--- config.mk ---
export PLATFORM = sky130hd
export DESIGN_NAME = xadc_temp_reader
export DESIGN_NICKNAME = d
export VERILOG_FILES = /design/src/rtl/xadc_temp_reader.sv
export SDC_FILE = /design/constraint.sdc
export NUM_CORES = 1
export LEC_CHECK = 0
export ABC_AREA = 0
export BUFFER_PORTS_ARGS = -buffer_cell sky130_fd_sc_hd__buf_2
export CAP_MARGIN = 10
export CELL_PAD_IN_SITES_DETAIL_PLACEMENT = 0
export CELL_PAD_IN_SITES_GLOBAL_PLACEMENT = 2
export CORE_ASPECT_RATIO = 0.7
export CORE_MARGIN = 2
export CORE_UTILIZATION = 34
export CTS_BUF_LIST = sky130_fd_sc_hd__clkbuf_16
export CTS_CLUSTER_SIZE = 30
export DETAILED_ROUTE_END_ITERATION = 7
export MAX_ROUTING_LAYER = met4
export PLACE_DENSITY_LB_ADDON = 0.1
export SLEW_MARGIN = 20
export SYNTH_ARGS = -nofsm -noshare
export SYNTH_HDL_FRONTEND = slang
export SYNTH_SLANG_ARGS = --single-unit
--- constraint.sdc ---
create_clock -name clk -period 5.4 [get_ports clk]
set_input_delay 0.27 -clock clk [delete_from_list [all_inputs] [get_ports clk]]
set_output_delay 0.27 -clock clk [all_outputs]
set_load 0.1 [all_outputs]
--- src/rtl/xadc_temp_reader.sv ---
// Periodic XADC on-chip temperature reader over DRP; converts the 12-bit code to integer degC.
// Optional feature macro XADC_TEMP_AVG_EN: average four successful reads before each conversion.
module xadc_temp_reader #(
    parameter int unsigned SAMPLE_DIV = 100000000,
    parameter int unsigned TIMEOUT    = 255,
    parameter int unsigned TEMP_MAX   = 199
) (
    input  logic        clk,
    input  logic        rst,
    output logic        drp_den,
    output logic        drp_dwe,
    output logic [6:0]  drp_daddr,
    output logic [15:0] drp_di,
    input  logic [15:0] drp_do,
    input  logic        drp_drdy,
    output logic [7:0]  temp_c,
    output logic        temp_valid,
    output logic [11:0] raw_code,
    output logic        drp_timeout
);

    localparam int unsigned DIV_W    = (SAMPLE_DIV > 1) ? $clog2(SAMPLE_DIV) : 1;
    localparam int unsigned WAIT_W   = $clog2(TIMEOUT + 1);
    localparam int unsigned CODE_W   = 12;
    localparam int unsigned PROD_W   = 27;
    localparam int unsigned K_W      = 9;
    localparam int unsigned T_W      = 8;
    localparam int unsigned SCALE    = 32254;
    localparam int unsigned KSHIFT   = 18;
    localparam int unsigned KELVIN_0 = 273;

    typedef enum logic [2:0] {
        S_IDLE,
        S_REQ,
        S_WAIT,
        S_CONV,
        S_OUT
    } state_t;

    state_t              state_q, state_d;
    logic [DIV_W-1:0]    div_q, div_d;
    logic [WAIT_W-1:0]   wait_q, wait_d;
    logic [CODE_W-1:0]   raw_q, raw_d;
    logic [PROD_W-1:0]   prod_q, prod_d;
    logic [T_W-1:0]      temp_q, temp_d;
    logic                valid_q, valid_d;
    logic                den_q, den_d;
    logic                tout_q, tout_d;

    logic                tick_c;
    logic [CODE_W-1:0]   mult_code_c;
    logic [K_W-1:0]      kelvin_c;
    logic [K_W-1:0]      above_c;
    logic [T_W-1:0]      temp_conv_c;
    logic                unused_c;

`ifdef XADC_TEMP_AVG_EN
    localparam int unsigned ACC_W = 14;
    logic [ACC_W-1:0]    acc_q, acc_d;
    logic [1:0]          avg_cnt_q, avg_cnt_d;

    assign mult_code_c = acc_q[ACC_W-1:2];
    assign unused_c    = ^{drp_do[3:0], acc_q[1:0]};
`else
    assign mult_code_c = raw_q;
    assign unused_c    = ^drp_do[3:0];
`endif

    // Free-running sample divider; never stalls, ticks on its last count.
    always_comb begin
        tick_c = (div_q == DIV_W'(SAMPLE_DIV - 1));
        div_d  = tick_c ? '0 : div_q + DIV_W'(1);
    end

    // Kelvin = prod >> 18, then offset to degC and clamp to the displayable range.
    always_comb begin
        kelvin_c = K_W'(prod_q >> KSHIFT);
        above_c  = kelvin_c - K_W'(KELVIN_0);
        if (kelvin_c < K_W'(KELVIN_0)) begin
            temp_conv_c = '0;
        end else if (above_c > K_W'(TEMP_MAX)) begin
            temp_conv_c = T_W'(TEMP_MAX);
        end else begin
            temp_conv_c = T_W'(above_c);
        end
    end

    always_comb begin
        state_d = state_q;
        wait_d  = wait_q;
        raw_d   = raw_q;
        prod_d  = prod_q;
        temp_d  = temp_q;
        valid_d = 1'b0;
        den_d   = 1'b0;
        tout_d  = tout_q;
`ifdef XADC_TEMP_AVG_EN
        acc_d     = acc_q;
        avg_cnt_d = avg_cnt_q;
`endif

        case (state_q)
            S_IDLE: begin
                if (tick_c) begin
                    state_d = S_REQ;
                    den_d   = 1'b1;
                end
            end
            S_REQ: begin
                state_d = S_WAIT;
                wait_d  = '0;
            end
            S_WAIT: begin
                // drdy takes priority over an expiring wait counter
                if (drp_drdy) begin
                    raw_d = drp_do[15:4];
`ifdef XADC_TEMP_AVG_EN
                    acc_d  = acc_q + ACC_W'(drp_do[15:4]);
                    tout_d = 1'b0;
                    if (avg_cnt_q == 2'd3) begin
                        avg_cnt_d = '0;
                        state_d   = S_CONV;
                    end else begin
                        avg_cnt_d = avg_cnt_q + 2'd1;
                        state_d   = S_IDLE;
                    end
`else
                    state_d = S_CONV;
`endif
                end else if (wait_q == WAIT_W'(TIMEOUT - 1)) begin
                    tout_d  = 1'b1;
                    state_d = S_IDLE;
`ifdef XADC_TEMP_AVG_EN
                    acc_d     = '0;
                    avg_cnt_d = '0;
`endif
                end else begin
                    wait_d = wait_q + WAIT_W'(1);
                end
            end
            S_CONV: begin
                prod_d  = PROD_W'(mult_code_c) * PROD_W'(SCALE);
                state_d = S_OUT;
`ifdef XADC_TEMP_AVG_EN
                acc_d = '0;
`endif
            end
            S_OUT: begin
                temp_d  = temp_conv_c;
                valid_d = 1'b1;
                tout_d  = 1'b0;
                state_d = S_IDLE;
            end
            default: begin
                state_d = S_IDLE;
            end
        endcase
    end

    always_ff @(posedge clk) begin
        if (rst) begin
            state_q <= S_IDLE;
            div_q   <= '0;
            wait_q  <= '0;
            raw_q   <= '0;
            prod_q  <= '0;
            temp_q  <= '0;
            valid_q <= 1'b0;
            den_q   <= 1'b0;
            tout_q  <= 1'b0;
`ifdef XADC_TEMP_AVG_EN
            acc_q     <= '0;
            avg_cnt_q <= '0;
`endif
        end else begin
            state_q <= state_d;
            div_q   <= div_d;
            wait_q  <= wait_d;
            raw_q   <= raw_d;
            prod_q  <= prod_d;
            temp_q  <= temp_d;
            valid_q <= valid_d;
            den_q   <= den_d;
            tout_q  <= tout_d;
`ifdef XADC_TEMP_AVG_EN
            acc_q     <= acc_d;
            avg_cnt_q <= avg_cnt_d;
`endif
        end
    end

    assign drp_den     = den_q;
    assign drp_dwe     = 1'b0;
    assign drp_daddr   = 7'h00;
    assign drp_di      = 16'h0000;
    assign temp_c      = temp_q;
    assign temp_valid  = valid_q;
    assign raw_code    = raw_q;
    assign drp_timeout = tout_q;

endmodule
# Word-level counts from Yosys, hierarchy flattened
# Index checks and enable logic that the tools add are counted.
# Widths: inputs -> output; s select.
# word_totals
word_cells	50
register_bits	87
ram_bits	0
romBits	0
memories	0
latchBits	0
inputBits	19
out_inout_bits	47
# classes
n_eq_ne	11
n_lt_le_gt_ge	2
shift	0
n_mul	1
n_bitwise	1
n_mux	14
reduce_logical	9
n_div	0
n_addsub	3
# ops
operator	n
$mux 8	4
$add 27x1->27 const B	1
$eq 27x27->1 const B	1
$mul 12x14->26 const B	1
$pmux 8 s2	1
$pmux 3 s4	1
$gt 9x8->1 const B	1
$lt 9x9->1 const B	1
$mux 3	3
$sub 9x9->9 const B	1
$add 8x1->8 const B	1
$eq 8x8->1 const B	1
$ne 2x2->1 const B	4
$eq 3x2->1 const B	2
$reduce_and 3->1	2
$mux 1	4
$reduce_and 2->1	2
$reduce_bool 2->1	2
$reduce_or 2->1	2
$eq 3x1->1 const B	1
$eq 3x3->1 const B	1
$logic_not 3->1	1
$ne 3x3->1 const B	1
$pmux 1 s2	1
$not 1->1	1

# Logic depth before layout (Yosys ltp)
# Gate-level depths: netlist of run 1.
# depth
word_depth	4
mapped_depth	18
depth_no_buf	18

# Least setup slack after synthesis of run 1
# No wires, ideal clock.
# synth_timing
kind	register -> register
start	register raw_q[9], in the netlist raw_code[9]
end	register prod_q[23]
period_less_slack_ns	5.707
path_stages_with_launch	17
path_buffers	0
t_required_ns	5.283
setup_time_ns	0.117
setup_slack_ns	-0.307
t_arrival_ns	5.590
path_cell_list	dfxtp_1 -> fa_1 -> fa_1 -> inv_1 -> fa_1 -> inv_1 -> fa_1 -> inv_1 -> fa_1 -> inv_1 -> ha_1 -> a21o_1 -> a2111oi_1 -> a31o_2 -> o211ai_1 -> xor2_1 -> a22o_1
# synth_between
elab_chain_cells	1
# synth_rtl
item	line	rtl
start, declared	43	logic [CODE_W-1:0] raw_q, raw_d;
start signal, assigned	179	raw_q <= raw_d;
$mul 12x14->26	142	prod_d = PROD_W'(mult_code_c) * PROD_W'(SCALE);
end signal, assigned	180	prod_q <= prod_d;
end, declared	44	logic [PROD_W-1:0] prod_q, prod_d;
# No other way between the ends.
# A chain may end at the register's enable or synchronous reset.

# Worst setup path after layout of run 1
# layout_timing
start	register raw_q[11], in the netlist raw_code[11]
end	register prod_q[24]
# Same word-level chain as after synthesis.

==> flow_metrics.env, run 1 <==
export IMPL_status="complete, no violations"
export IMPL_final_cell_mix="130 x inv_1, 70 x fa_1, 70 x ha_1"
export IMPL_yosys_warnings=0
export IMPL_core_um2=18800
export IMPL_post_cts_buffers=0
export IMPL_synth_top_area_frac=0.224
export IMPL_die_x_um=169
export IMPL_worstSetupStartpointType="flip-flop"
export IMPL_setup_tns_final_ns=0
export IMPL_fin_area_um2=7230
export IMPL_cts_hold_buf=0
export IMPL_rsz0062_at_grt="false"
export IMPL_slew_violations=0
export IMPL_drtIter0Drc=149
export IMPL_grt_pass1_vias=4728
export IMPL_clk_pin_slew_ns=0.06
export IMPL_ys_ff_latch=70
export IMPL_layout_commonest_cell="inv_1"
export IMPL_overflow=0
export IMPL_fin_crit_sh=0.948
export IMPL_ff2ff_setup_slack_ns=0.28
export IMPL_drive_gt1_frac=0.119
export IMPL_synth_area_um2=6450
export IMPL_cp_max_fo=7
export IMPL_worstPathArrival_ns=5.34
export IMPL_antenna_found_initial=0
export IMPL_drt_vias_per_instance=4.61
export IMPL_clock_latency_ns=0.33
export IMPL_ys_types=59
export IMPL_worstHoldPathType="in2reg"
export IMPL_syn_to_final_growth_pct=12.1
export IMPL_gp_congestion=0.835
export IMPL_cp_end_kind="flip-flop"
export IMPL_timing_final_crit_period_ns=5.12
export IMPL_r2r_start="raw_code[11]"
export IMPL_yosysTopAreaCell="fa_1"
export IMPL_avgSynthCellArea_um2=9.08
export IMPL_cts_root_buf="clkbuf_16"
export IMPL_r2r_cells=16
export IMPL_synth_seq_area_share=0.217
export IMPL_hold_violations=0
export IMPL_drc=0
export IMPL_nNetsFinal=915
export IMPL_cts_tree="yes"
export IMPL_vias=4610
export IMPL_grt_max_degree=26
export IMPL_max_freq_mhz=195
export IMPL_power_density_nw_per_um2=183
export IMPL_setup_ws_ns=0.281
export IMPL_setup_viol=0
export IMPL_io_buffers=37
export IMPL_fp_dieArea_um2=20100
export IMPL_reg2reg_to="prod_q[24]"
export IMPL_worst_pin_slew_ns=0.999
export IMPL_cts_sinks=70
export IMPL_endpoint="prod_q[24]"
export IMPL_grt_usage=0.164
export IMPL_numCtsBuffers=9
export IMPL_critPathRequiredTime_ns=5.62
export IMPL_h_tree_depth=3
export IMPL_synthArstFlopShare=0
export IMPL_firstDrtPassIters=4
export IMPL_ir_drop_mv=0.126
export IMPL_num_rows=42
export IMPL_cts_resized=0
export IMPL_ios=66
export IMPL_leakage_nw=3.62
export IMPL_pre_cts_ws_ns=0.153
export IMPL_ant_nets=0
export IMPL_diodes=0
export IMPL_relSlewSlack=0.334
export IMPL_p_total_mw=1.32
export IMPL_clock_skew_ns=0.0105
export IMPL_synthFlopType="dfxtp_1"
export IMPL_synthTopCellsByArea="fa_1 22%, dfxtp_1 22%, ha_1 14%, inv_1 7.6%, xor2_1 3.4%"
export IMPL_place_area_um2=6860
export IMPL_netlist_instances=710
export IMPL_place_hpwl_um=12600
export IMPL_die_height_um=119
export IMPL_setup_worst_path_start="raw_code[11]"
export IMPL_wl_per_cell_um=15.1
export IMPL_crit_type="reg2reg"
export IMPL_drt_wl_total_um=15100
export IMPL_drv_cap=0
export IMPL_clockBufferDepth=2
export IMPL_grt_first_pass_wirelength_um=24900
export IMPL_initial_core_util=0.344
export IMPL_synth_enable_flop_cells=0
[layer usage]
metal,global-route usage,wire [um],up-vias
li1,-,-,2341
met1,0.261,8780,2175
met2,0.218,5650,85
met3,0.0243,564,9
met4,0.0275,92,0
met5,-,0,-
[Yosys cell counts (2+ instances only)]
library cell,count
nor2b_1,2
o21a_1,2
a31o_2,2
a211o_1,3
a22o_1,12
mux2i_1,4
nand4_1,7
and3_1,11
inv_1,130
o21ai_0,15
buf_2,3
nor4_2,2
nor2_1,54
a21o_1,8
dfxtp_1,70
fa_1,72
xnor2_1,20
nand2b_1,4
and4_1,3
a21oi_1,34
or3_1,3
o21bai_1,3
a31oi_1,2
o211ai_1,4
xor2_1,25
nor4_1,4
buf_4,26
and2_1,2
a211oi_1,3
nand2_1,57
nand3_1,21
ha_1,70
clkbuf_1,6
[cell type report]
type | count | area, um^2
clock buffer | 9 | 225
clock inverter | 7 | 128
fill | 1945 | 11500
inverter | 130 | 488
multi-input combinational | 496 | 4410
sequential | 70 | 1410
tap | 242 | 303
timing repair buffer | 47 | 260
[kinds of logic (layout without fill, tap and decap cells)]
| logic type | after synthesis | in the layout | synth area share |
|---|---|---|---|
| compound gates | 98 | 98 | 0.102 |
| other cells | 1 | 24 | 0.000582 |
| buf+inv | 167 | 193 | 0.114 |
| fa+ha+maj | 142 | 142 | 0.359 |
| xor+xnor | 45 | 45 | 0.0611 |
| flops | 70 | 70 | 0.217 |
| mux | 4 | 4 | 0.00621 |
| simple gates | 183 | 183 | 0.140 |
[through the flow]
| stage | hold WS (ns) | cells | utilization |
|---|---|---|---|
| floorplan | 0.399 | 733 | - |
| global placement | 0.428 | 985 | 0.366 |
| detailed placement | 0.437 | 985 | 0.366 |
| CTS | 0.146 | 1001 | 0.384 |
| global route | 0.172 | 1001 | 0.385 |
| finish | 0.169 | 1001 | 0.385 |
[report_power, final]
part / switching [mW] / leakage, nW / internal (mW)
Combinational: 0.0861 / 2.88 / 0.00615
Sequential: 0.00143 / 0.569 / 0.518
Clock: 0.251 / 0.173 / 0.460
Total: 0.339 / 3.62 / 0.984
[flip-flops by register name, summed over array words and instances, names as in the netlist]
register	count
div_q	27
raw_code	12
prod_q	9
temp_c	8
wait_q	8
state_q	3
drp_den	1
drp_timeout	1
temp_valid	1
[worst max-delay path: stages (launching register included)]
cell	delay, ns
dfxtp_2	0.41
fa_2	0.50
buf_4	0.19
fa_1	0.52
inv_1	0.06
fa_1	0.53
inv_1	0.06
fa_1	0.50
fa_1	0.57
ha_1	0.37
a21oi_1	0.20
o21ai_0	0.10
a21oi_1	0.19
o21ai_1	0.15
a311oi_2	0.35
xnor2_1	0.11
a22o_1	0.19
[worst min-delay path by stage]
stage / from / endpoint / slack, ns / cells past startpoint
final: drp_do[11] / raw_code[7] / 0.17 / 3
after global routing: drp_do[11] / raw_code[7] / 0.17 / 3
after CTS: drp_do[11] / raw_code[7] / 0.15 / 3
after detailed placement: div_q[0] / div_q[0] / 0.44 / 1
after global placement: div_q[0] / div_q[0] / 0.43 / 1
after floorplan: drp_do[14] / raw_code[10] / 0.40 / 2
No activity file was read; power rests on OpenSTA's default activity.
==> run 2, diff against run 1 <==
--- a/config.mk
+++ b/config.mk
@@ -18,7 +18,9 @@
 export DETAILED_ROUTE_END_ITERATION = 7
 export MAX_ROUTING_LAYER = met4
 export PLACE_DENSITY_LB_ADDON = 0.1
+export REMOVE_ABC_BUFFERS = 1
 export SLEW_MARGIN = 20
 export SYNTH_ARGS = -nofsm -noshare
 export SYNTH_HDL_FRONTEND = slang
 export SYNTH_SLANG_ARGS = --single-unit
+export TNS_END_PERCENT = 10
==> flow_metrics.env, run 2 (synthesized netlist as in run 1, its figures left out) <==
export IMPL_numCtsBuffers=9
export IMPL_worstHoldPathType="in2reg"
export IMPL_num_rows=42
export IMPL_max_freq_mhz=195
export IMPL_nFillCells=1928
export IMPL_ios=66
export IMPL_relSlewSlack=0.408
export IMPL_antenna_found_initial=0
export IMPL_io_buffers=37
export IMPL_clock_skew_ns=0.00544
export IMPL_grt_max_degree=26
export IMPL_hold_violations=0
export IMPL_overflow=0
export IMPL_layout_commonest_cell="inv_1"
export IMPL_clock_latency_ns=0.34
export IMPL_fin_area_um2=7190
export IMPL_final_cell_mix="131 x inv_1, 70 x fa_1, 70 x ha_1, 70 x dfxtp_1, 57 x nand2_1"
export IMPL_grt_first_pass_wirelength_um=25400
export IMPL_worstSetupStartpointType="flip-flop"
export IMPL_status="complete, no violations"
export IMPL_cp_max_fo=4
export IMPL_post_cts_buffers=0
export IMPL_nNetsFinal=920
export IMPL_clk_pin_slew_ns=0.06
export IMPL_ant_nets=0
export IMPL_syn_to_final_growth_pct=11.6
export IMPL_rsz0062_at_grt="true"
export IMPL_initial_core_util=0.344
export IMPL_setup_viol=0
export IMPL_diodes=0
export IMPL_critPathBufInv=4
export IMPL_fin_crit_sh=0.948
export IMPL_slew_violations=0
export IMPL_cp_top_family="adder cells"
export IMPL_core_um2=18800
export IMPL_p_total_mw=1.21
export IMPL_drv_cap=0
export IMPL_die_x_um=169
export IMPL_drt_vias_per_instance=4.69
export IMPL_wl_per_cell_um=14.4
export IMPL_leakage_nw=3.61
export IMPL_drt_wl_total_um=14500
export IMPL_cts_hold_buf=0
export IMPL_cts_tree="yes"
export IMPL_cp_slowest_cell="fa_2"
export IMPL_gp_congestion=0.800
export IMPL_clockBufferDepth=2
export IMPL_vias=4719
export IMPL_regMostFlops="div_q"
export IMPL_cp_end_kind="flip-flop"
export IMPL_cts_resized=0
export IMPL_die_height_um=119
export IMPL_path_cells="fa_2 -> inv_1 -> fa_1 -> inv_1 -> fa_1 -> fa_1 -> inv_1 -> fa_1 -> inv_1 -> ha_1 -> o21a_1 -> o211ai_1 -> a31o_2 -> nand4_1 -> a311oi_2 -> xnor2_1 -> a22o_1"
export IMPL_ir_drop_mv=0.113
export IMPL_place_area_um2=6890
export IMPL_drc=0
export IMPL_power_density_nw_per_um2=168
export IMPL_crit_type="reg2reg"
export IMPL_largest_reg_flops=27
export IMPL_drive_gt1_frac=0.110
export IMPL_drtIter0Drc=353
export IMPL_worst_pin_slew_ns=0.888
export IMPL_place_hpwl_um=11900
export IMPL_grt_pass1_vias=5050
export IMPL_firstDrtPassIters=4
export IMPL_slowest_delay_ns=0.66
export IMPL_h_tree_depth=3
export IMPL_setup_tns_final_ns=0
export IMPL_timing_final_crit_period_ns=5.12
export IMPL_cts_sinks=70
export IMPL_fp_dieArea_um2=20100
export IMPL_critPathRequiredTime_ns=5.63
export IMPL_worstPathArrival_ns=5.35
export IMPL_cts_root_buf="clkbuf_16"
export IMPL_grt_usage=0.165
-- run 2: cell type report --
cell class                 instances  area (um^2)  share of cell area
clock buffer                       9          225              0.0313
clock inverter                     7         66.3             0.00922
inverter                         130          488              0.0678
tap                              242          303              0.0421
timing repair buffer              52          298              0.0414
sequential                        70         1400               0.195
multi-input combinational        496         4410               0.613
-- run 2: worst paths after layout --
check,startpoint,to,slack (ns),cells after the start
max,raw_code[6],prod_q[24],0.28,17
min,drp_do[4],raw_code[0],0.17,3
min reg2reg,div_q[0],div_q[0],0.45,1
max reg2reg,raw_code[6],prod_q[24],0.28,17
-- run 2: through the flow --
| stage | hold slack (ns) | cells | setup slack, ns | utilization |
|---|---|---|---|---|
| after detailed placement | 0.440 | 990 | 0.199 | 0.367 |
| after CTS | 0.158 | 1006 | 0.170 | 0.383 |
| final | 0.173 | 1006 | 0.281 | 0.383 |
| after global placement | 0.428 | 990 | 0.200 | 0.367 |
| after floorplan | 0.339 | 696 | -0.307 | - |
| after global routing | 0.164 | 1006 | -0.0450 | 0.383 |
-- run 2: tightest hold or removal path, delay by kind of cell --
family | cells | cell delay, ns
and+or+nand+nor | 1 | 0.04
buffers and inverters | 1 | 0.10
AOI/OAI and AO/OA | 1 | 0.05
-- run 2: per-layer routing --
metal | vias up | share of wire | global-route usage
met4 | 0 | 0.0064 | 0.0269
met3 | 9 | 0.037 | 0.0322
li1 | 2339 | - | -
met2 | 63 | 0.42 | 0.240
met5 | - | 0 | -
met1 | 2308 | 0.54 | 0.241
-- run 2: where the power goes --
part / switching, mW / total (mW) / internal [mW]
sequential: 0.00137 / 0.520 / 0.518
combinational: 0.0854 / 0.0915 / 0.00610
clock: 0.240 / 0.594 / 0.354
total: 0.327 / 1.21 / 0.879
